===== src/rtl/lc3b_mem_sequencer.sv =====
// lc3b_mem_sequencer: one control request -> optional pointer read -> one memory access -> one-cycle response.
// Response 2 cycles after acceptance (3 if indirect) plus memory wait cycles; req_ready only while IDLE.
`timescale 1ns/1ps
module lc3b_mem_sequencer #(
  parameter int DATA_W  = 16,
  parameter int ADDR_W  = 16,
  parameter int TIMEOUT = 64
) (
  input  logic                clk,
  input  logic                rst_n,
  input  logic                req_valid,
  output logic                req_ready,
  input  logic [1:0]          req_op,
  input  logic                req_byte,
  input  logic [ADDR_W-1:0]   req_addr,
  input  logic [DATA_W-1:0]   req_wdata,
  output logic                rsp_valid,
  output logic [DATA_W-1:0]   rsp_rdata,
  output logic                rsp_err,
  output logic                mem_read,
  output logic                mem_write,
  output logic [ADDR_W-1:0]   mem_address,
  output logic [DATA_W-1:0]   mem_wdata,
  output logic [DATA_W/8-1:0] mem_byte_enable,
  input  logic [DATA_W-1:0]   mem_rdata,
  input  logic                mem_resp
);
  localparam int NB = DATA_W / 8;
  localparam int LW = $clog2(NB);
  localparam int CW = (TIMEOUT > 1) ? $clog2(TIMEOUT) : 1;

  typedef enum logic [1:0] {IDLE, PTR, ACC, RESP} state_t;

  state_t              state_q, state_d;
  logic                wr_q, wr_d;
  logic                byte_q, byte_d;
  logic [ADDR_W-1:0]   addr_q, addr_d;
  logic [DATA_W-1:0]   wdata_q, wdata_d;
  logic [CW-1:0]       cnt_q, cnt_d;
  logic                err_q, err_d;
  logic [DATA_W-1:0]   rdata_q, rdata_d;

  logic [LW-1:0]       lane;
  logic [ADDR_W-1:0]   addr_aligned;
  logic [NB-1:0]       lane_mask;
  logic                tmo_hit;

  assign lane         = addr_q[LW-1:0];
  assign addr_aligned = addr_q & ~ADDR_W'(NB - 1);
  assign lane_mask    = NB'(1) << lane;
  // mem_resp on the limit cycle takes priority over the timeout
  assign tmo_hit      = (TIMEOUT > 0) && !mem_resp && (cnt_q == CW'(TIMEOUT - 1));

  always_comb begin
    state_d = state_q;
    wr_d    = wr_q;
    byte_d  = byte_q;
    addr_d  = addr_q;
    wdata_d = wdata_q;
    cnt_d   = cnt_q;
    err_d   = err_q;
    rdata_d = rdata_q;
    case (state_q)
      IDLE: begin
        if (req_valid) begin
          wr_d    = req_op[0];
          byte_d  = req_byte;
          addr_d  = req_addr;
          wdata_d = req_wdata;
          cnt_d   = '0;
          err_d   = 1'b0;
          state_d = req_op[1] ? PTR : ACC;
        end
      end
      PTR: begin
        if (mem_resp) begin
          addr_d  = ADDR_W'(mem_rdata);
          cnt_d   = '0;
          state_d = ACC;
        end else if (tmo_hit) begin
          err_d   = 1'b1;
          rdata_d = '0;
          state_d = RESP;
        end else begin
          cnt_d = cnt_q + CW'(1);
        end
      end
      ACC: begin
        if (mem_resp) begin
          if (wr_q)        rdata_d = '0;
          else if (byte_q) rdata_d = {{(DATA_W-8){1'b0}}, mem_rdata[{lane, 3'b000} +: 8]};
          else             rdata_d = mem_rdata;
          state_d = RESP;
        end else if (tmo_hit) begin
          err_d   = 1'b1;
          rdata_d = '0;
          state_d = RESP;
        end else begin
          cnt_d = cnt_q + CW'(1);
        end
      end
      default: state_d = IDLE;
    endcase
  end

  always_ff @(posedge clk or negedge rst_n) begin
    if (!rst_n) begin
      state_q <= IDLE;
      wr_q    <= 1'b0;
      byte_q  <= 1'b0;
      addr_q  <= '0;
      wdata_q <= '0;
      cnt_q   <= '0;
      err_q   <= 1'b0;
      rdata_q <= '0;
    end else begin
      state_q <= state_d;
      wr_q    <= wr_d;
      byte_q  <= byte_d;
      addr_q  <= addr_d;
      wdata_q <= wdata_d;
      cnt_q   <= cnt_d;
      err_q   <= err_d;
      rdata_q <= rdata_d;
    end
  end

  // Strobes decode straight from state so an async reset drops them without a clock edge
  assign req_ready       = (state_q == IDLE);
  assign mem_read        = (state_q == PTR) || ((state_q == ACC) && !wr_q);
  assign mem_write       = (state_q == ACC) && wr_q;
  assign mem_address     = ((state_q == ACC) && byte_q) ? addr_q : addr_aligned;
  assign mem_wdata       = byte_q ? {NB{wdata_q[7:0]}} : wdata_q;
  assign mem_byte_enable = (mem_write && byte_q) ? lane_mask : '1;
  assign rsp_valid       = (state_q == RESP);
  assign rsp_err         = rsp_valid && err_q;
  assign rsp_rdata       = rdata_q;
endmodule

===== config.mk =====
export PLATFORM = sky130hd
export DESIGN_NAME = lc3b_mem_sequencer
export DESIGN_NICKNAME = d
export VERILOG_FILES = /design/src/rtl/lc3b_mem_sequencer.sv
export SDC_FILE = /design/constraint.sdc
export NUM_CORES = 1
export LEC_CHECK = 0
export ABC_AREA = 1
export BUFFER_PORTS_ARGS = -buffer_cell sky130_fd_sc_hd__buf_2
export CAP_MARGIN = 30
export CORE_MARGIN = 10
export CORE_UTILIZATION = 55
export DETAILED_ROUTE_END_ITERATION = 10
export PLACE_DENSITY = 0.86
export SKIP_CTS_REPAIR_TIMING = 1
export SLEW_MARGIN = 30
export SYNTH_ARGS = -nofsm -noshare
export SYNTH_HDL_FRONTEND = slang
export SYNTH_SLANG_ARGS = --single-unit

===== constraint.sdc =====
create_clock -name clk -period 2.6 [get_ports clk]
set_input_delay 0.78 -clock clk [delete_from_list [all_inputs] [get_ports clk]]
set_output_delay 0.78 -clock clk [all_outputs]
set_load 0.03 [all_outputs]

; After elaboration in Yosys (flattened, before gate mapping)
; Cells that the tools add are included.
[op_classes]
addsub = 1
n_eq_ne = 10
shift = 2
muxes = 27
reduce_logical = 20
[op_table]
columns = op, n
row1 = two-way mux 16 bit, 8
row2 = case mux 16 bit (2 select lines), 2
row3 = two-way mux 6 bit, 4
row4 = case mux 6 bit (3 select lines), 1
row5 = variable part select 16 x 5 -> 8 bit, 1
row6 = two-way mux 2 bit, 6
row7 = "!= test 2 bit, second input constant", 5
row8 = "adder 6 x 1 -> 6 bit, second input constant", 1
row9 = "equality test 6 bit, second input constant", 1
row10 = logical AND 1 bit, 6
row11 = case mux 2 bit (3 select lines), 1
row12 = AND reduction 3 bit, 2
row13 = nonzero test 2 bit, 3
row14 = "equality test 2 bit, second input constant", 2
row15 = two-way mux 1 bit, 4
row16 = AND reduction 2 bit, 2
row17 = AND reduction 4 bit, 1
row18 = nonzero test 3 bit, 1
row19 = "equality test 2 x 1 -> 1 bit, second input constant", 1
row20 = zero test 1 bit, 2
row21 = zero test 2 bit, 1
row22 = "!= test 2 x 1 -> 1 bit, second input constant", 1
row23 = case mux 1 bit (2 select lines), 1
row24 = OR reduction 2 bit, 1
row25 = 2 further kinds, 2
[totals]
reg_bits = 59
input_bits = 55
output_inout_bits = 55
elab_cells = 68

; Logic depth before layout (Yosys ltp)
[depth]
ltp_word = 5
mapped_depth = 10
mapped_depth_nobuf = 10

; Worst setup path after synthesis
; Ideal clock, no wire load.
[synth_timing]
kind = reg-to-output
startpoint = register state_q[0]
endpoint = output mem_read
t_arrival_ps = 1588
required_ps = 1820
path_slack_ps = 232
stages_incl_launch_ff = 5
path_buffers = 0
cell_sequence = dfrtp_1 > inv_1 > ha_1 > inv_1 > o21ai_0
[synth_via]
elab_chain_len = 3
elab_cells_between_ends = 4
cone_classes = eq/ne: 2 / reduce/logical: 2
[synth_rtl]
columns = element, line
row1 = from (decl), 34  ; state_t state_q, state_d;
row2 = from (signal assigned), 117  ; state_q <= state_d;
row3 = equality test 2 bit, 130  ; assign mem_read = (state_q == PTR) || ((state_q == ACC) && !wr_q);
row4 = logical AND 1 bit, 130
row5 = logical OR 1 bit (*), 130
row6 = to (decl), 20  ; output logic mem_read,
; Mark *: on every way between the ends. The rest lies on a longest branch, timed or not.

; Worst setup path in the final report
; Same ends and word-level chain as after synthesis.

==> flow_metrics.tcl <==
set metrics [dict create \
    status "completed" \
    finClkSkew_ps 6.76 \
    ys_seq_area_frac 0.448 \
    max_stage_delay_ps 410 \
    grt_first_pass_wirelength_mm 14.1 \
    final.setup.tns_ps 0 \
    io_pins 110 \
    antenna_found_initial 0 \
    drt-pass1-iter-count 5 \
    track_usage 0.180 \
    synth_warnings 0 \
    r2r_start "state_q[1]" \
    netlist_instances 407 \
    cts-root-buf "clkbuf_8" \
    critPathKind "flop to primary output" \
    tightest_slew_ps 780 \
    fp-row-count 28 \
    diodes 0 \
    cts_tree "done" \
    synth-xor-area-share 0 \
    nNetsFinal 557 \
    startpoint_type "flop" \
    final-hold-violation-count 0 \
    reg2reg_depth 4 \
    critPathCaptureType "primary output" \
    synth.top_cells.by_count "nand2_1 (140), dfrtp_1 (59), inv_1 (48)" \
    die_area_um2 9490 \
    place_congestion 0.899 \
    die_w_um 97.4 \
    viasPerCell 5.11 \
    avgSynthCellArea_um2 8.10 \
    critPathSlowestCell "dfrtp_1" \
    cts_sinks 59 \
    cp_cell_sequence "inv_1 -> ha_2 -> inv_1 -> o21ai_0 -> buf_2" \
    cp_data_arrival_time_ps 1610 \
    port-buffer-count 109 \
    p_leak_nw 2.24 \
    slew_viol_final 0 \
    grt_overflow 0 \
    grt_pass1_vias 2896 \
    area_growth_pct 20.1 \
    synth_top_family_by_area "simple AND/OR/NAND/NOR gates" \
    start_util 0.560 \
    synth_area_leaders "dfrtp_1 (45%), nand2_1 (16%), buf_4 (5.7%), inv_1 (5.5%), mux2_2 (5.5%)" \
    synth_seq_cells 59 \
    synthAdderAreaFrac 0.0190 \
    routed_wirelength_mm 8.72 \
    drive_above_1_share 0.339 \
    syn_nets 467 \
    worst_ep_required_time_ps 1820 \
    ff2ff_setup_slack_ps 690 \
    path_max_fanout 7 \
    wire_per_inst_um 15.1 \
    synth_edf_count 0 \
    drtIter0Drc 120 \
    clock.fmax_mhz 419 \
    slew-limit-headroom 0.479 \
    powerDensity_nw_per_um2 1400 \
    die_h_um 97.4 \
    ctsHtreeMaxLevel 3 \
    cts.clk_slew.worst_paths_ps 70 \
    postRouteAntennaNets 0 \
    synth_compound_area_frac 0.115 \
    ys.flop_type "dfrtp_1" \
    clockBufferDepth 2 \
    hold_class "primary input to asynchronous set/reset pin" \
    async_flop_share 1.00 \
    synthSimpleGateAreaFrac 0.226 \
    synth_mux_area_frac 0.0546 \
    fin_crit_ps 2390 \
    drc 0 \
    maxCapViolations 0 \
    clock_latency_ps 340 \
    fin_util 0.673 \
    cpLargestDelayFamily "buffers and inverters" \
    synth_most_common_cell "nand2_1" \
    startpoint "state_q[0]" \
    numCtsBuffers 9 \
    synth_cell_type_count 28 \
    cp_num_buf_inv 3 \
    min_period_over_period 0.917 \
    crit_top_cell "inv_1" \
    dp_hpwl_mm 6.66 \
    setup_viol 0 \
    grt_max_degree 39 \
    syn-cell-area_um2 3300 \
    core_um2 5890 \
    r2r_end "wdata_q[5]" \
    synth_top_cell_by_area "dfrtp_1" \
    ir_worst_vdd_uv 993 \
    yosysTopAreaCellShare 0.448 \
    rsz0062_at_grt "no" \
    vias 2948 \
    cp.depth 5 \
]
[stage by stage]
step / worst slack [ps] / std cells / area, µm² / power [mW] / hold slack [ps]
finish: 215 / 577 / 3960 / 5.53 / 418
floorplan: 232 / 407 / 3300 / 4.05 / 464
global route: 61.3 / 577 / 3960 / 5.94 / 438
global placement: 512 / 561 / 3730 / 4.51 / 462
detailed placement: 480 / 561 / 3730 / 4.61 / 471
CTS: 106 / 577 / 3960 / 5.58 / 422
[sequential cells by signal (all words and copies together), names as in the netlist]
register	cells
rsp_rdata	16
wdata_q	16
wr_q	1
err_q	1
addr_q	16
byte_q	1
cnt_q	6
state_q	2
[power by group]
group          switching, mW  internal (mW)  total, mW
registers              0.239           1.31       1.55
clock network          0.362          0.591      0.953
logic                   2.07          0.963       3.03
[cell families (layout without fill, tap and decap cells)]
| logic type | after synthesis | after routing |
|---|---|---|
| and+or+nand+nor | 181 | 181 |
| buffers and inverters | 86 | 181 |
| AOI/OAI and AO/OA | 60 | 60 |
| DFF | 59 | 59 |
| muxes | 16 | 16 |
| adders and majority gates | 5 | 5 |
[layout by cell type, fill, tap and decap left out, drive strengths merged]
cell,synthesis,final
a21oi,11,11
buf,34,115
bufinv,0,2
clkbuf,2,12
clkinv,1,2
clkinvlp,0,1
dfrtp,59,59
ha,5,5
inv,49,49
mux2,16,16
nand2,141,141
nand3,9,9
nand3b,1,1
nand4,1,1
nor2,26,26
nor3,1,1
o21a,9,9
o21ai,40,40
or2,2,2
[metal layers]
| layer | GRT usage | wire [µm] | vias to the layer above |
|---|---|---|---|
| li1 | - | - | 1418 |
| met2 | 0.296 | 4300 | 134 |
| met4 | 0.0615 | 116 | 0 |
| met5 | 0 | 0 | - |
| met3 | 0.0669 | 928 | 10 |
| met1 | 0.210 | 3380 | 1386 |
[area by class of cell]
class | count | area [µm²]
clock buffer | 12 | 155
clock inverter | 4 | 72.6
fill | 498 | 1930
inverter | 50 | 188
multi-input combinational | 262 | 1370
sequential | 59 | 1480
tap | 75 | 93.8
timing repair buffer | 115 | 603
[how the worst max path moves through the flow]
stage / to
2_1_floorplan: mem_read
3_3_place_gp: mem_read
3_5_place_dp: mem_read
4_1_cts: mem_read
5_1_grt: mem_read
6_report: mem_read
No activity file was read; power rests on OpenSTA's default activity.
